$ cat config.mk
export PLATFORM = sky130hd
export DESIGN_NAME = toggle_pulse_decoder
export DESIGN_NICKNAME = d
export VERILOG_FILES = /design/src/rtl/toggle_pulse_decoder.sv
export SDC_FILE = /design/constraint.sdc
export NUM_CORES = 1
export LEC_CHECK = 0
export CAP_MARGIN = 20
export CORE_MARGIN = 3
export CORE_UTILIZATION = 35
export DETAILED_ROUTE_END_ITERATION = 16
export MAX_ROUTING_LAYER = met4
export SKIP_LAST_GASP = 1
export SLEW_MARGIN = 40
export SYNTH_ARGS = -nofsm -noshare
export SYNTH_HDL_FRONTEND = slang
export SYNTH_SLANG_ARGS = --single-unit
export TNS_END_PERCENT = 50
$ cat constraint.sdc
create_clock -name clk -period 3.5 [get_ports clk]
set_input_delay 1.05 -clock clk [delete_from_list [all_inputs] [get_ports clk]]
set_output_delay 1.05 -clock clk [all_outputs]
set_load 0.01 [all_outputs]
$ cat src/rtl/toggle_pulse_decoder.sv
// Converts a toggle-encoded event line into one-cycle pulses, with a wrapping
// event count and a bounded pending-event counter drained by valid/ready.
module toggle_pulse_decoder #(
  parameter int SYNC_STAGES = 2,
  parameter int CNT_W       = 8,
  parameter int PEND_MAX    = 7
) (
  input  logic             clk,
  input  logic             rst,
  input  logic             tog_in,
  input  logic             evt_ready,
  input  logic             clr_ovf,
  output logic             pulse,
  output logic [CNT_W-1:0] event_cnt,
  output logic             evt_valid,
  output logic [7:0]       pend_cnt,
  output logic             overflow,
  output logic             armed
);

  typedef enum logic {
    ST_WARMUP = 1'b0,
    ST_RUN    = 1'b1
  } state_t;

  localparam logic [7:0] PMAX = 8'(PEND_MAX);
  localparam logic [2:0] WTC  = 3'(SYNC_STAGES);

  state_t                 r_state;
  state_t                 w_state_nxt;
  logic [SYNC_STAGES-1:0] r_sync;
  logic                   r_tog_prev;
  logic [2:0]             r_wcnt;
  logic                   r_pulse;
  logic [CNT_W-1:0]       r_event_cnt;
  logic [7:0]             r_pend;
  logic                   r_ovf;

  logic w_tog_s;
  logic w_wdone;
  logic w_edge;
  logic w_dec;
  logic w_drop;

  assign w_tog_s = r_sync[SYNC_STAGES-1];
  assign w_wdone = (r_wcnt == WTC);
  // Edges are only honoured once the synchroniser has flushed its reset value.
  assign w_edge  = (r_state == ST_RUN) && (w_tog_s ^ r_tog_prev);
  assign w_dec   = evt_valid && evt_ready;
  assign w_drop  = w_edge && !w_dec && (r_pend == PMAX);

  always_ff @(posedge clk or posedge rst) begin
    if (rst) begin
      r_sync     <= '0;
      r_tog_prev <= 1'b0;
    end else begin
      r_sync     <= {r_sync[SYNC_STAGES-2:0], tog_in};
      r_tog_prev <= w_tog_s;
    end
  end

  always_ff @(posedge clk or posedge rst) begin
    if (rst) begin
      r_state <= ST_WARMUP;
      r_wcnt  <= 3'd0;
    end else begin
      r_state <= w_state_nxt;
      if (r_state == ST_WARMUP && !w_wdone) begin
        r_wcnt <= r_wcnt + 3'd1;
      end
    end
  end

  always_comb begin
    w_state_nxt = r_state;
    if (r_state == ST_WARMUP && w_wdone) begin
      w_state_nxt = ST_RUN;
    end
  end

  always_ff @(posedge clk or posedge rst) begin
    if (rst) begin
      r_pulse     <= 1'b0;
      r_event_cnt <= '0;
    end else begin
      r_pulse <= w_edge;
      if (w_edge) begin
        r_event_cnt <= r_event_cnt + {{(CNT_W-1){1'b0}}, 1'b1};
      end
    end
  end

  // A simultaneous event and handshake cancel; a drop only happens when full.
  always_ff @(posedge clk or posedge rst) begin
    if (rst) begin
      r_pend <= 8'd0;
      r_ovf  <= 1'b0;
    end else begin
      case ({w_edge, w_dec})
        2'b10:   if (r_pend != PMAX) r_pend <= r_pend + 8'd1;
        2'b01:   r_pend <= r_pend - 8'd1;
        default: r_pend <= r_pend;
      endcase
      if (w_drop) begin
        r_ovf <= 1'b1;
      end else if (clr_ovf) begin
        r_ovf <= 1'b0;
      end
    end
  end

  assign pulse     = r_pulse;
  assign event_cnt = r_event_cnt;
  assign evt_valid = (r_pend != 8'd0);
  assign pend_cnt  = r_pend;
  assign overflow  = r_ovf;
  assign armed     = (r_state == ST_RUN);

endmodule

---- Word level (Yosys, flattened, before mapping) ----
Cells that the tools add are included.
word-level totals
  flip-flop bits (word level) ............. 25
  latch bits .............................. 0
  bits in writable memories ............... 0
  bits in read-only memories .............. 0
  input port bits ......................... 5
  logic and storage cells ................. 36
  memories kept ........................... 0
cells by class
  $add $sub $neg .......................... 4
  multipliers ............................. 0
  divide/modulo/power cells ............... 0
  order comparisons ....................... 0
  equality and inequality tests ........... 6
  shifts and indexed selects .............. 0
  multiplexer cells ....................... 4
  bitwise operators ....................... 2
  reductions and logical operators ........ 12
operators with widths
  cell                                                    count
  adder 8 x 1 -> 8 bit (second input constant)            2
  one-hot mux 8 bit (2 select lines)                      1
  == test 8 x 3 -> 1 bit (second input constant)          1
  two-way mux 8 bit                                       1
  inequality test 8 x 3 -> 1 bit (second input constant)  1
  nonzero test 8 bit                                      1
  subtractor 8 x 1 -> 8 bit (second input constant)       1
  logical AND 1 bit                                       6
  nonzero test 2 bit                                      2
  adder 3 x 1 -> 3 bit (second input constant)            1
  == test 3 x 2 -> 1 bit (second input constant)          1
  == test 2 x 1 -> 1 bit (second input constant)          1
  == test 2 bit (second input constant)                   1
  logical NOT 1 bit                                       2
  two-way mux 1 bit                                       2
  inequality test 2 bit (second input constant)           1
  AND reduction 2 bit                                     1
  inverter 1 bit                                          1
  bitwise XOR 1 bit                                       1

---- Longest topological paths before layout ----
  depth after elaboration ................. 6
  mapped depth ............................ 11
  mapped depth without buffers ............ 11

---- Least setup slack after synthesis ----
No wires, ideal clock.
  path type ............................... register -> register
  start ................................... register r_pend[1] (netlist: pend_cnt[1])
  end ..................................... register r_pend[6] (netlist: pend_cnt[6])
  setup time .............................. 0.095 ns
  arrival time ............................ 2.852 ns
  slack ................................... 0.552 ns
  cell stages (with the launch flop) ...... 11
  path buffers ............................ 0
  cells stage by stage .................... dfrtp_1 -> or4_4 -> or3_4 -> and3_4 -> ha_1 -> nor2b_1 -> o21ai_0 -> a21boi_0 -> o21a_1 -> o21a_1 -> o31ai_1
between the ends
  cells in the longest elaborated chain, start to end .. 5
  elaborated cells between the ends (all ways) .. 12
RTL lines
  what                                                                                 line  text
  from (decl)                                                                          36    logic [7:0] r_pend;
  from (signal assigned)                                                               100   2'b10: if (r_pend != PMAX) r_pend <= r_pend + 8'd1;
  from (signal assigned)                                                               101   2'b01: r_pend <= r_pend - 8'd1;
  from (signal assigned)                                                               102   default: r_pend <= r_pend;
  nonzero test 8 bit *                                                                 114   assign evt_valid = (r_pend != 8'd0);
  via evt_valid                                                                        15    output logic evt_valid,
  logical AND 1 bit *                                                                  49    assign w_dec = evt_valid && evt_ready;
  == test 2 bit / == test 2 x 1 -> 1 bit (equally long branches)                       99    case ({w_edge, w_dec})
  inequality test 2 bit (no source line) / nonzero test 2 bit (equally long branches)  --
  AND reduction 2 bit (no source line)                                                 --
Mark *: on every way through the listed nets, which the timed path passes. The rest lies on a longest branch. The select of a mux whose other input is x is not followed.
A chain may end at the register's enable or synchronous reset.

---- Final worst setup path ----
  start ................................... register r_pend[1] (netlist: pend_cnt[1])
  end ..................................... output evt_valid
between the ends
  cells in the longest elaborated chain, start to end .. 1
RTL lines
  what                line
  nonzero test 8 bit  114
  to (decl)           15
No other way between the ends.

==> impl_metrics.tcl <==
set metrics [dict create \
    nets 166 \
    syn_area_sq_um 1290 \
    synth_commonest_cells "dfrtp_1 (25), nand2_1 (14), inv_1 (10), ha_1 (9), xnor2_1 (8)" \
    maxSlewViolCount 0 \
    hold_path.class "reg -> reg" \
    finalSetupTns_ns 0 \
    synth-seq-area-share_pct 48.4 \
    postCtsSetupBuffers 0 \
    synth_edf_count 0 \
    clk_pin_slew_ns 0.09 \
    cap_violations 0 \
    arrival_ns 2.10 \
    grt_usage_pct 12.9 \
    initial_core_util_pct 37.6 \
    cts_made_buffers 3 \
    rsz0062_at_grt "false" \
    slew-limit-headroom_pct 74.6 \
    multiInputGateArea_sq_um 616 \
    period_share_pct 90.1 \
    diodes 0 \
    antenna_found_initial 0 \
    whs_ns 0.356 \
    critPathLaunchType "register" \
    ant_nets 0 \
    cts_htree_levels 1 \
    power_density_nw_per_um2 750 \
    total_power_mw 1.23 \
    ys_ff_latch 25 \
    drc 0 \
    gpl.final_weighted_congestion 0.878 \
    synth.net_count 137 \
    vias_per_cell 4.79 \
    syn-instance-count 122 \
    drive_above_1_share_pct 8.00 \
    async_reset_ff_share_pct 100 \
    vdd_ir_drop_max_mv 0.299 \
    yosysTopAreaCell "dfrtp_1" \
    via_count 938 \
    portBuffers 24 \
    drt_iter0_drc 35 \
    cts_hold_buf 0 \
    wire_per_inst_um 12.2 \
    grt_pass1_wl_mm 4.26 \
    cts_root_buf "clkbuf_8" \
    worstPathRequired_ns 2.45 \
    period_needed_ns 3.15 \
    synth_most_common_cell "dfrtp_1" \
    synth_ff_type "dfrtp_1" \
    cp_max_fo 6 \
    pin_count 25 \
    status "complete, no violations" \
    tightest_slew_ns 0.377 \
    grt_max_degree 26 \
    cp-end-kind "output pin" \
    regArea_sq_um 626 \
    utilization_pct 47.5 \
    die_area_sq_um 4460 \
    placed_cell_area_sq_um 1590 \
    placementRows 21 \
    nFillCells 322 \
    chipWidth_um 66.8 \
    netlist_top_cells_area "dfrtp_1 (48%), ha_1 (8.7%), xnor2_1 (5.4%), xor2_1 (4.7%), nand2_1 (4.1%)" \
    clk_latency_ns 0.27 \
    grt_pass1_vias 962 \
    hold_viol 0 \
    postLayoutCellArea_sq_um 1630 \
    coreArea_sq_um 3440 \
    first_pass_iters 4 \
    synth.avg_cell_area_sq_um 10.6 \
    yosysWarnings 0 \
    yosysTopAreaCellShare_pct 48.4 \
    wirelength_mm 2.39 \
    die_h_um 66.8 \
    cts_max_path_buffers 2 \
    global_route.overflow_total 0 \
    clock-sinks 25 \
    dp_hpwl_mm 1.75 \
    area_growth_pct 26.3 \
    cts_tree "done" \
    skew_ns 0.00502 \
    path_class "reg -> out" \
    max_freq_ghz 0.317 \
    ys_types 33 \
    setup_viol_count_final 0 \
    leakagePower_nw 0.740 \
    cts_resized 0 \
]
[power breakdown]
group,internal [mW],total [mW],switching [mW]
Sequential,0.377,0.491,0.114
Clock,0.0795,0.168,0.0880
Combinational,0.310,0.567,0.257
Total,0.766,1.23,0.460
[layout make-up]
type	instances	area share [%]
Timing Repair Buffer	25	15.2
Multi-Input combinational cell	85	37.7
Tap cell	46	3.52
Clock buffer	3	2.53
Sequential cell	25	38.3
Clock inverter	1	0.306
Inverter	11	2.53
[state kept, by name, indices dropped and copies added (netlist names)]
signal      flops
pend_cnt        8
event_cnt       8
armed           1
r_sync          2
r_tog_prev      1
r_wcnt          3
overflow        1
pulse           1
[critical path, cell delays in order, from the launching register on]
cell             delay (ns)
dfrtp_1                0.45
or4_4                  0.56
or3_4                  0.35
clkdlybuf4s50_1        0.49
[per-layer routing]
metal	vias to the layer above	part of all wire (%)	global-route usage (%)	routed length, um
met5	-	0	-	0
met4	0	1.8	6.09	42
met3	4	3.9	2.36	93
met2	17	47	20.2	1120
met1	442	47	16.1	1130
li1	475	-	-	-
[worst paths after layout]
| path | cells past startpoint | to | start | slack (ns) |
|---|---|---|---|---|
| max | 3 | evt_valid | pend_cnt[1] | 0.35 |
| min | 0 | r_sync[1] | r_sync[0] | 0.36 |
| max reg2reg | 10 | pend_cnt[6] | pend_cnt[1] | 0.45 |
| min reg2reg | 0 | r_sync[1] | r_sync[0] | 0.36 |
| max in group asynchronous | 3 | event_cnt[2] | rst | 2.14 |
| min in group asynchronous | 3 | r_sync[0] | rst | 1.12 |
[per-stage QoR]
stage | worst slack (ns) | std cells
2_1_floorplan | 0.552 | 122
3_3_place_gp | 0.238 | 192
3_5_place_dp | 0.149 | 192
4_1_cts | 0.333 | 196
5_1_grt | 0.238 | 196
6_report | 0.346 | 196
[logic make-up after synthesis]
logic type | Yosys count | share of synthesized area (%)
flops | 25 | 48.4
buf+inv | 12 | 4.06
xor+xnor | 15 | 10.2
mux | 1 | 0.870
compound gates | 23 | 11.6
simple gates | 36 | 14.7
fa+ha+maj | 10 | 10.3
[layout by cell type (no fill, tap or decap), drive strengths merged, types with 2 or more instances in the layout]
| master | synthesis | final |
|---|---|---|
| a21o | 3 | 3 |
| xor2 | 7 | 7 |
| o31ai | 2 | 2 |
| nand3 | 6 | 6 |
| o21ai | 7 | 7 |
| clkinv | 1 | 2 |
| a21oi | 4 | 4 |
| ha | 9 | 9 |
| dfrtp | 25 | 25 |
| nand2 | 14 | 14 |
| nor2 | 5 | 5 |
| clkdlybuf4s50 | 0 | 24 |
| xnor2 | 8 | 8 |
| inv | 10 | 10 |
| or3 | 2 | 2 |
| o21a | 2 | 2 |
| nor2b | 2 | 2 |
| clkbuf | 0 | 3 |
Power figures use the tool's default switching activity.
